===== src/rtl/rs_wakeup_select.sv =====
// Reservation-station wakeup and select array: tracks per-entry producer dependencies,
// clears them from the completion broadcast, and grants up to ISSUE_W ready entries oldest-first.
module rs_wakeup_select #(
   parameter int ENTRIES = 8,
   parameter int NUM_FUS = 4,
   parameter int ISSUE_W = 2,
   parameter int SRC_W   = ENTRIES * NUM_FUS,
   parameter int IDX_W   = $clog2(ENTRIES)
) (
   input  logic                         clk,
   input  logic                         rst,
   input  logic                         flush,
   input  logic                         disp_valid,
   input  logic [SRC_W-1:0]             dependency_mask,
   output logic [IDX_W-1:0]             free_entry_out,
   output logic                         full_out,
   input  logic [SRC_W-1:0]             wakeup_mask,
   input  logic [ISSUE_W-1:0]           fu_stall,
   output logic [ENTRIES-1:0]           reqs,
   output logic [ISSUE_W*ENTRIES-1:0]   grant,
   output logic [ISSUE_W-1:0]           grant_valid,
   input  logic                         retire_valid,
   input  logic [IDX_W-1:0]             retire_entry,
   output logic [IDX_W:0]               occupancy
);

   // Handshake: a dispatch is taken on the edge where disp_valid=1, full_out=0 and flush=0;
   // grant slice p is meaningful only while grant_valid[p]=1, and the entry issues on that edge.

   typedef enum logic [1:0] {
      ST_FREE   = 2'd0,
      ST_WAIT   = 2'd1,
      ST_ISSUED = 2'd2
   } entry_state_t;

   entry_state_t        r_state [ENTRIES];
   logic [SRC_W-1:0]    r_dep   [ENTRIES];
   logic [ENTRIES-1:0]  r_age   [ENTRIES];   // r_age[j][i]=1: entry j is older than entry i

   logic [ENTRIES-1:0]  w_valid;
   logic [ENTRIES-1:0]  w_issue;
   logic [ENTRIES-1:0]  w_retire_hit;
   logic [ENTRIES-1:0]  w_disp_sel;
   logic [IDX_W-1:0]    w_free_idx;
   logic                w_free_found;
   logic [IDX_W:0]      w_occ;
   logic                w_disp_fire;

   always_comb begin
      w_valid = '0;
      reqs    = '0;
      w_occ   = '0;
      for (int i = 0; i < ENTRIES; i++) begin
         w_valid[i] = (r_state[i] != ST_FREE);
         reqs[i]    = (r_state[i] == ST_WAIT) && (r_dep[i] == '0);
         w_occ      = w_occ + {{IDX_W{1'b0}}, w_valid[i]};
      end
   end

   always_comb begin
      w_free_idx   = '0;
      w_free_found = 1'b0;
      for (int i = 0; i < ENTRIES; i++) begin
         if (!w_valid[i] && !w_free_found) begin
            w_free_idx   = IDX_W'(i);
            w_free_found = 1'b1;
         end
      end
   end

   assign occupancy      = w_occ;
   assign full_out       = (w_occ == (IDX_W+1)'(ENTRIES));
   assign free_entry_out = w_free_idx;
   assign w_disp_fire    = disp_valid & ~full_out & ~flush;

   always_comb begin
      w_disp_sel   = '0;
      w_retire_hit = '0;
      for (int i = 0; i < ENTRIES; i++) begin
         w_disp_sel[i]   = w_disp_fire && (w_free_idx == IDX_W'(i));
         w_retire_hit[i] = retire_valid && (retire_entry == IDX_W'(i)) &&
                           (r_state[i] == ST_ISSUED);
      end
   end

   // Ports pick in increasing order; each takes the requester no remaining requester is older than.
   always_comb begin
      logic [ENTRIES-1:0] w_remain;
      logic [ENTRIES-1:0] w_pick;
      logic               w_found;
      logic               w_blocked;
      w_remain    = reqs;
      w_pick      = '0;
      w_found     = 1'b0;
      w_blocked   = 1'b0;
      grant       = '0;
      grant_valid = '0;
      w_issue     = '0;
      for (int p = 0; p < ISSUE_W; p++) begin
         w_pick  = '0;
         w_found = 1'b0;
         if (!fu_stall[p]) begin
            for (int i = 0; i < ENTRIES; i++) begin
               w_blocked = 1'b0;
               for (int j = 0; j < ENTRIES; j++) begin
                  if ((j != i) && w_remain[j] && r_age[j][i]) w_blocked = 1'b1;
               end
               if (w_remain[i] && !w_blocked && !w_found) begin
                  w_pick[i] = 1'b1;
                  w_found   = 1'b1;
               end
            end
         end
         grant[p*ENTRIES +: ENTRIES] = w_pick;
         grant_valid[p]              = w_found;
         w_remain                    = w_remain & ~w_pick;
         w_issue                     = w_issue | w_pick;
      end
   end

   always_ff @(posedge clk or negedge rst) begin
      if (!rst) begin
         for (int i = 0; i < ENTRIES; i++) begin
            r_state[i] <= ST_FREE;
            r_dep[i]   <= '0;
            r_age[i]   <= '0;
         end
      end else if (flush) begin
         for (int i = 0; i < ENTRIES; i++) begin
            r_state[i] <= ST_FREE;
            r_dep[i]   <= '0;
            r_age[i]   <= '0;
         end
      end else begin
         for (int i = 0; i < ENTRIES; i++) begin
            if (w_valid[i]) r_dep[i] <= r_dep[i] & ~wakeup_mask;
            if (w_issue[i]) r_state[i] <= ST_ISSUED;
            if (w_retire_hit[i]) r_state[i] <= ST_FREE;
            // The target slot is FREE in registered state, so it never collides with issue/retire.
            if (w_disp_sel[i]) begin
               r_state[i] <= ST_WAIT;
               r_dep[i]   <= dependency_mask & ~wakeup_mask;
               r_age[i]   <= '0;
               for (int j = 0; j < ENTRIES; j++) begin
                  r_age[j][i] <= w_valid[j];
               end
            end
         end
      end
   end

endmodule


===== config.mk =====
export PLATFORM = sky130hd
export DESIGN_NAME = rs_wakeup_select
export DESIGN_NICKNAME = d
export VERILOG_FILES = /design/src/rtl/rs_wakeup_select.sv
export SDC_FILE = /design/constraint.sdc
export NUM_CORES = 1
export LEC_CHECK = 0
export ABC_AREA = 1
export CORE_MARGIN = 8
export CORE_UTILIZATION = 46
export DETAILED_ROUTE_END_ITERATION = 6
export SETUP_SLACK_MARGIN = 0.3
export SLEW_MARGIN = 15
export SYNTH_ARGS = -nofsm -noshare
export SYNTH_HDL_FRONTEND = slang
export SYNTH_SLANG_ARGS = --single-unit

===== constraint.sdc =====
create_clock -name clk -period 5.35 [get_ports clk]
set_input_delay 1.07 -clock clk [delete_from_list [all_inputs] [get_ports clk]]
set_output_delay 1.07 -clock clk [all_outputs]
set_load 0.02 [all_outputs]

==> results by group <==
STA
  – Setup repair after global routing missed its margin: true
  – Final setup vio count: 0
  – Final Skew: 0.02004 ns
  – Final Max Slew Viols: 0
  – Worst rel slew slack: roughly 28%
  – Slew at the pin with the worst max-slew slack: approximately 1.1 ns
  – Min Clock Period, post-route: between 5 and 6 ns
  – Fmax: 199.2 MHz
  – Setup_tns: 0 ns
  – Period utilisation layout: 93.82%
  – Final Hold Fails: 0

Drt
  – Wire length per cell: about 24 µm
  – DRT Wirelength: 78020 µm
  – # DRC: 0
  – Number of DRC violations after detailed-routing iteration 0: 2122
  – Total iterations of the first detailed-routing run: 6
  – Vias per cell: around 6.1
  – Antenna Nets Post-Route: 0
  – Total number of vias: 19.43k

Clock network
  – Hold Buf Count CTS: 0
  – Worst-Skew Late Latency: 0.57 ns
  – Longest Clk Path Bufs: 3
  – Clock-pin slew of the registers on the worst-case setup and hold paths: 0.06 ns
  – Clk Tree Root Cell: sky130_fd_sc_hd__clkbuf_16
  – H-tree depth: 2
  – TritonCTS buffer count: 39
  – Sinks on Clock Net: 328
  – TritonCTS clock tree: yes

Setup path
  – CP Max Fanout: 4
  – Type of the worst setup path: register to output port
  – Maximum single-stage delay on the critical path: 0.56 ns
  – Category of the worst setup path launch point: register
  – Worst path required time: 4.28 ns
  – Family with the most delay on the worst path: adder cells
  – Series of cell instances along the critical path: nor2_4, clkinv_4, fa_1, fa_1, fa_1, ha_2, inv_1, fa_1, inv_1, nor3_2, nand2_1, inv_1, buf_4
  – Top cell by count, worst path: sky130_fd_sc_hd__fa_1
  – Worst path arrival time: a little under 4 ns
  – Endpoint type of the worst setup path: output port
  – Worst path bufs/invs: 5
  – Standard cell with the maximum stage delay on the critical path: sky130_fd_sc_hd__fa_1

Logic synthesis
  – Simple logic cell fraction of the synthesized area: roughly a fifth
  – Post-synthesis mux area share: 0.05801%
  – Synthesis-stage register bit count: around 330
  – Area of the mapped netlist: 0.01941 mm²
  – Total of warnings raised by yosys: 0
  – Share of async-settable or async-resettable flops after synthesis: 100.0%
  – Top area cells in the synthesized netlist: sky130_fd_sc_hd__dfrtp_1 (42%), sky130_fd_sc_hd__o21ai_0 (13%), sky130_fd_sc_hd__inv_1 (7.6%)
  – Post-synthesis cell type count: between 50 and 60
  – Synth Flop Type: sky130_fd_sc_hd__dfrtp_1
  – Synth Instances: 2566
  – Share of synthesized area occupied by flip-flops and latches: 42.28%
  – Biggest area consumer among synthesized cells: sky130_fd_sc_hd__dfrtp_1
  – Post-Syn Area per Cell: 7.565 µm²
  – Area share of the leading cell type in the synthesized netlist: between 40% and 50%
  – Number of flops mapped to enable cells by yosys: 0
  – Total nets after synthesis: between 2k and 3k
  – Compound-cell area share of the yosys netlist: 25.94%
  – Adder and majority cell fraction of the synthesized area: less than 1%
  – Largest family of logic cells by synthesized area: compound AO/OA/AOI/OAI gates
  – Share of the synthesized netlist area taken by xor and xnor gates: 0.04512%

Flow run
  – Number of maximum-capacitance constraint violations: 0

Global routing
  – Vias in the first global route: 18.56k
  – Largest net degree at the start of global routing: 139
  – Antenna violations before repair: 0
  – Total grt overflow: 0
  – All-layer global routing usage: 31.12%
  – Wire length of the first global-routing pass: 117500 µm

Placed design
  – Hpwl dp: about 54000 µm
  – Input/output buffers: around 110
  – Last weighted congestion value of the routability-driven placer: 0.9496

Die
  – Cell Rows: 75
  – Floorplan die width: 221.4 µm
  – DIE AREA: 0.04903 mm²
  – # IOs: 108
  – Die span in y: 221.4 µm
  – Initial Util: between 40% and 50%
  – Standard cell core area: 0.04176 mm²

Finish
  – Post-layout net count: around 2.7k
  – Antenna fix cells: 0
  – Share of cells above drive strength 1: 11.57%
  – Fill cells: 3958
  – Most used cells in the layout excluding fill and tap cells: sky130_fd_sc_hd__o21ai_0 (510), sky130_fd_sc_hd__inv_1 (393), sky130_fd_sc_hd__dfrtp_1 (326), sky130_fd_sc_hd__nor2_1 (255), sky130_fd_sc_hd__nand2_1 (238)
  – Most common cell after layout, fill and taps aside: sky130_fd_sc_hd__o21ai_0
  – Synth-to-Final Area Change: 16.46%

Status
  – Outcome: complete, no violations

Power and ir drop
  – Power per cell area: 299.3 mW/mm²
  – Maximum resistive drop on vdd: about 0.26 mV
  – Cell leakage power: around 10 nW
  – PnR Total Power: just under 7 mW

Hold path
  – Worst Hold Class: register to register
report_power, final:
group          switching (mW)  internal (mW)
Combinational            1.03          0.427
Clock                    1.11           1.56
Sequential             0.0638           2.58
synthesized netlist by cell type (all sizes together) (2+ instances only):
cell type  number
o31ai           2
or2             2
clkbuf         94
o21bai          4
o2111ai       127
a31oi           2
nand3b          2
and2            2
o21ai         573
nand3         153
fa              4
ha              5
o32ai           6
nor2          325
nand2         278
buf            41
inv           420
o22ai         136
nor3           15
clkinv          6
a21oi           7
dfrtp         328
nand4          24
through the flow:
step	setup WS [ns]	util (%)	cell area (µm²)	cells	hold slack [ns]
4_1_cts	0.09492	53.83	22480	3202	0.5374
3_5_place_dp	0.3561	50.68	21160	3134	0.5245
5_1_grt	0.1540	54.14	22610	3209	0.5597
6_report	0.3307	54.14	22610	3209	0.5341
3_3_place_gp	0.3201	50.68	21160	3134	0.5148
2_1_floorplan	0.3727	-	19410	2566	0.4899
layout make-up:
cell class | instances | area (µm²) | area share [%]
well taps | 539 | 674.4 | 2.983
multi-input cells | 1677 | 9154 | 40.49
inverters | 426 | 1608 | 7.112
flip-flops and latches | 328 | 8210 | 36.32
clock inverters | 11 | 123.9 | 0.5479
clock buffers | 53 | 1119 | 4.948
repair buffers | 175 | 1718 | 7.599
flip-flops by register name (all words and copies together), names as in the netlist:
| register | flops |
|---|---|
| r_state | 16 |
| r_age | 56 |
| r_dep | 256 |
final timing paths:
path                                         from                      to  slack [ns]  depth (start not counted)
min reg2reg                r_state[0]$_DFFE_PN0P_  r_state[0]$_DFFE_PN0P_        0.53                          2
max                        r_state[9]$_DFFE_PN0P_                full_out        0.33                         13
min                        r_state[0]$_DFFE_PN0P_  r_state[0]$_DFFE_PN0P_        0.53                          2
max reg2reg                r_state[9]$_DFFE_PN0P_  r_dep[208]$_DFFE_PN0P_        0.58                         20
min in group asynchronous                     rst  r_dep[112]$_DFFE_PN0P_        0.60                          1
max in group asynchronous                     rst   r_age[29]$_DFFE_PN0P_        3.52                          2
routing by layer:
metal,vias up,track usage (%),wire length (µm)
met4,0,15.61,4094
li1,8908,-,-
met5,-,0,0
met3,178,6.719,6615
met1,9440,40.59,32240
met2,902,48.58,35080
cell families after synthesis:
group / Yosys count
xor+xnor: 1
buf+inv: 561
mux: 1
fa+ha+maj: 9
flops: 328
simple gates: 803
compound gates: 863
repair_timing:
action,4_1_cts,5_1_grt
resized for setup,29,45
endpoints found under the setup margin,12,140
pin swaps,3,8
buffers inserted,4,7
worst reg2reg max path: cells and delay by family, from the launching register on:
family	cells	cell delay [ns]
adders and majority gates	5	2.13
DFF	1	0.44
AOI/OAI and AO/OA	2	0.26
buffers and inverters	4	0.60
and+or+nand+nor	8	1.08
xor gates and xnor gates	1	0.17
(Power assumes the default switching activity.)
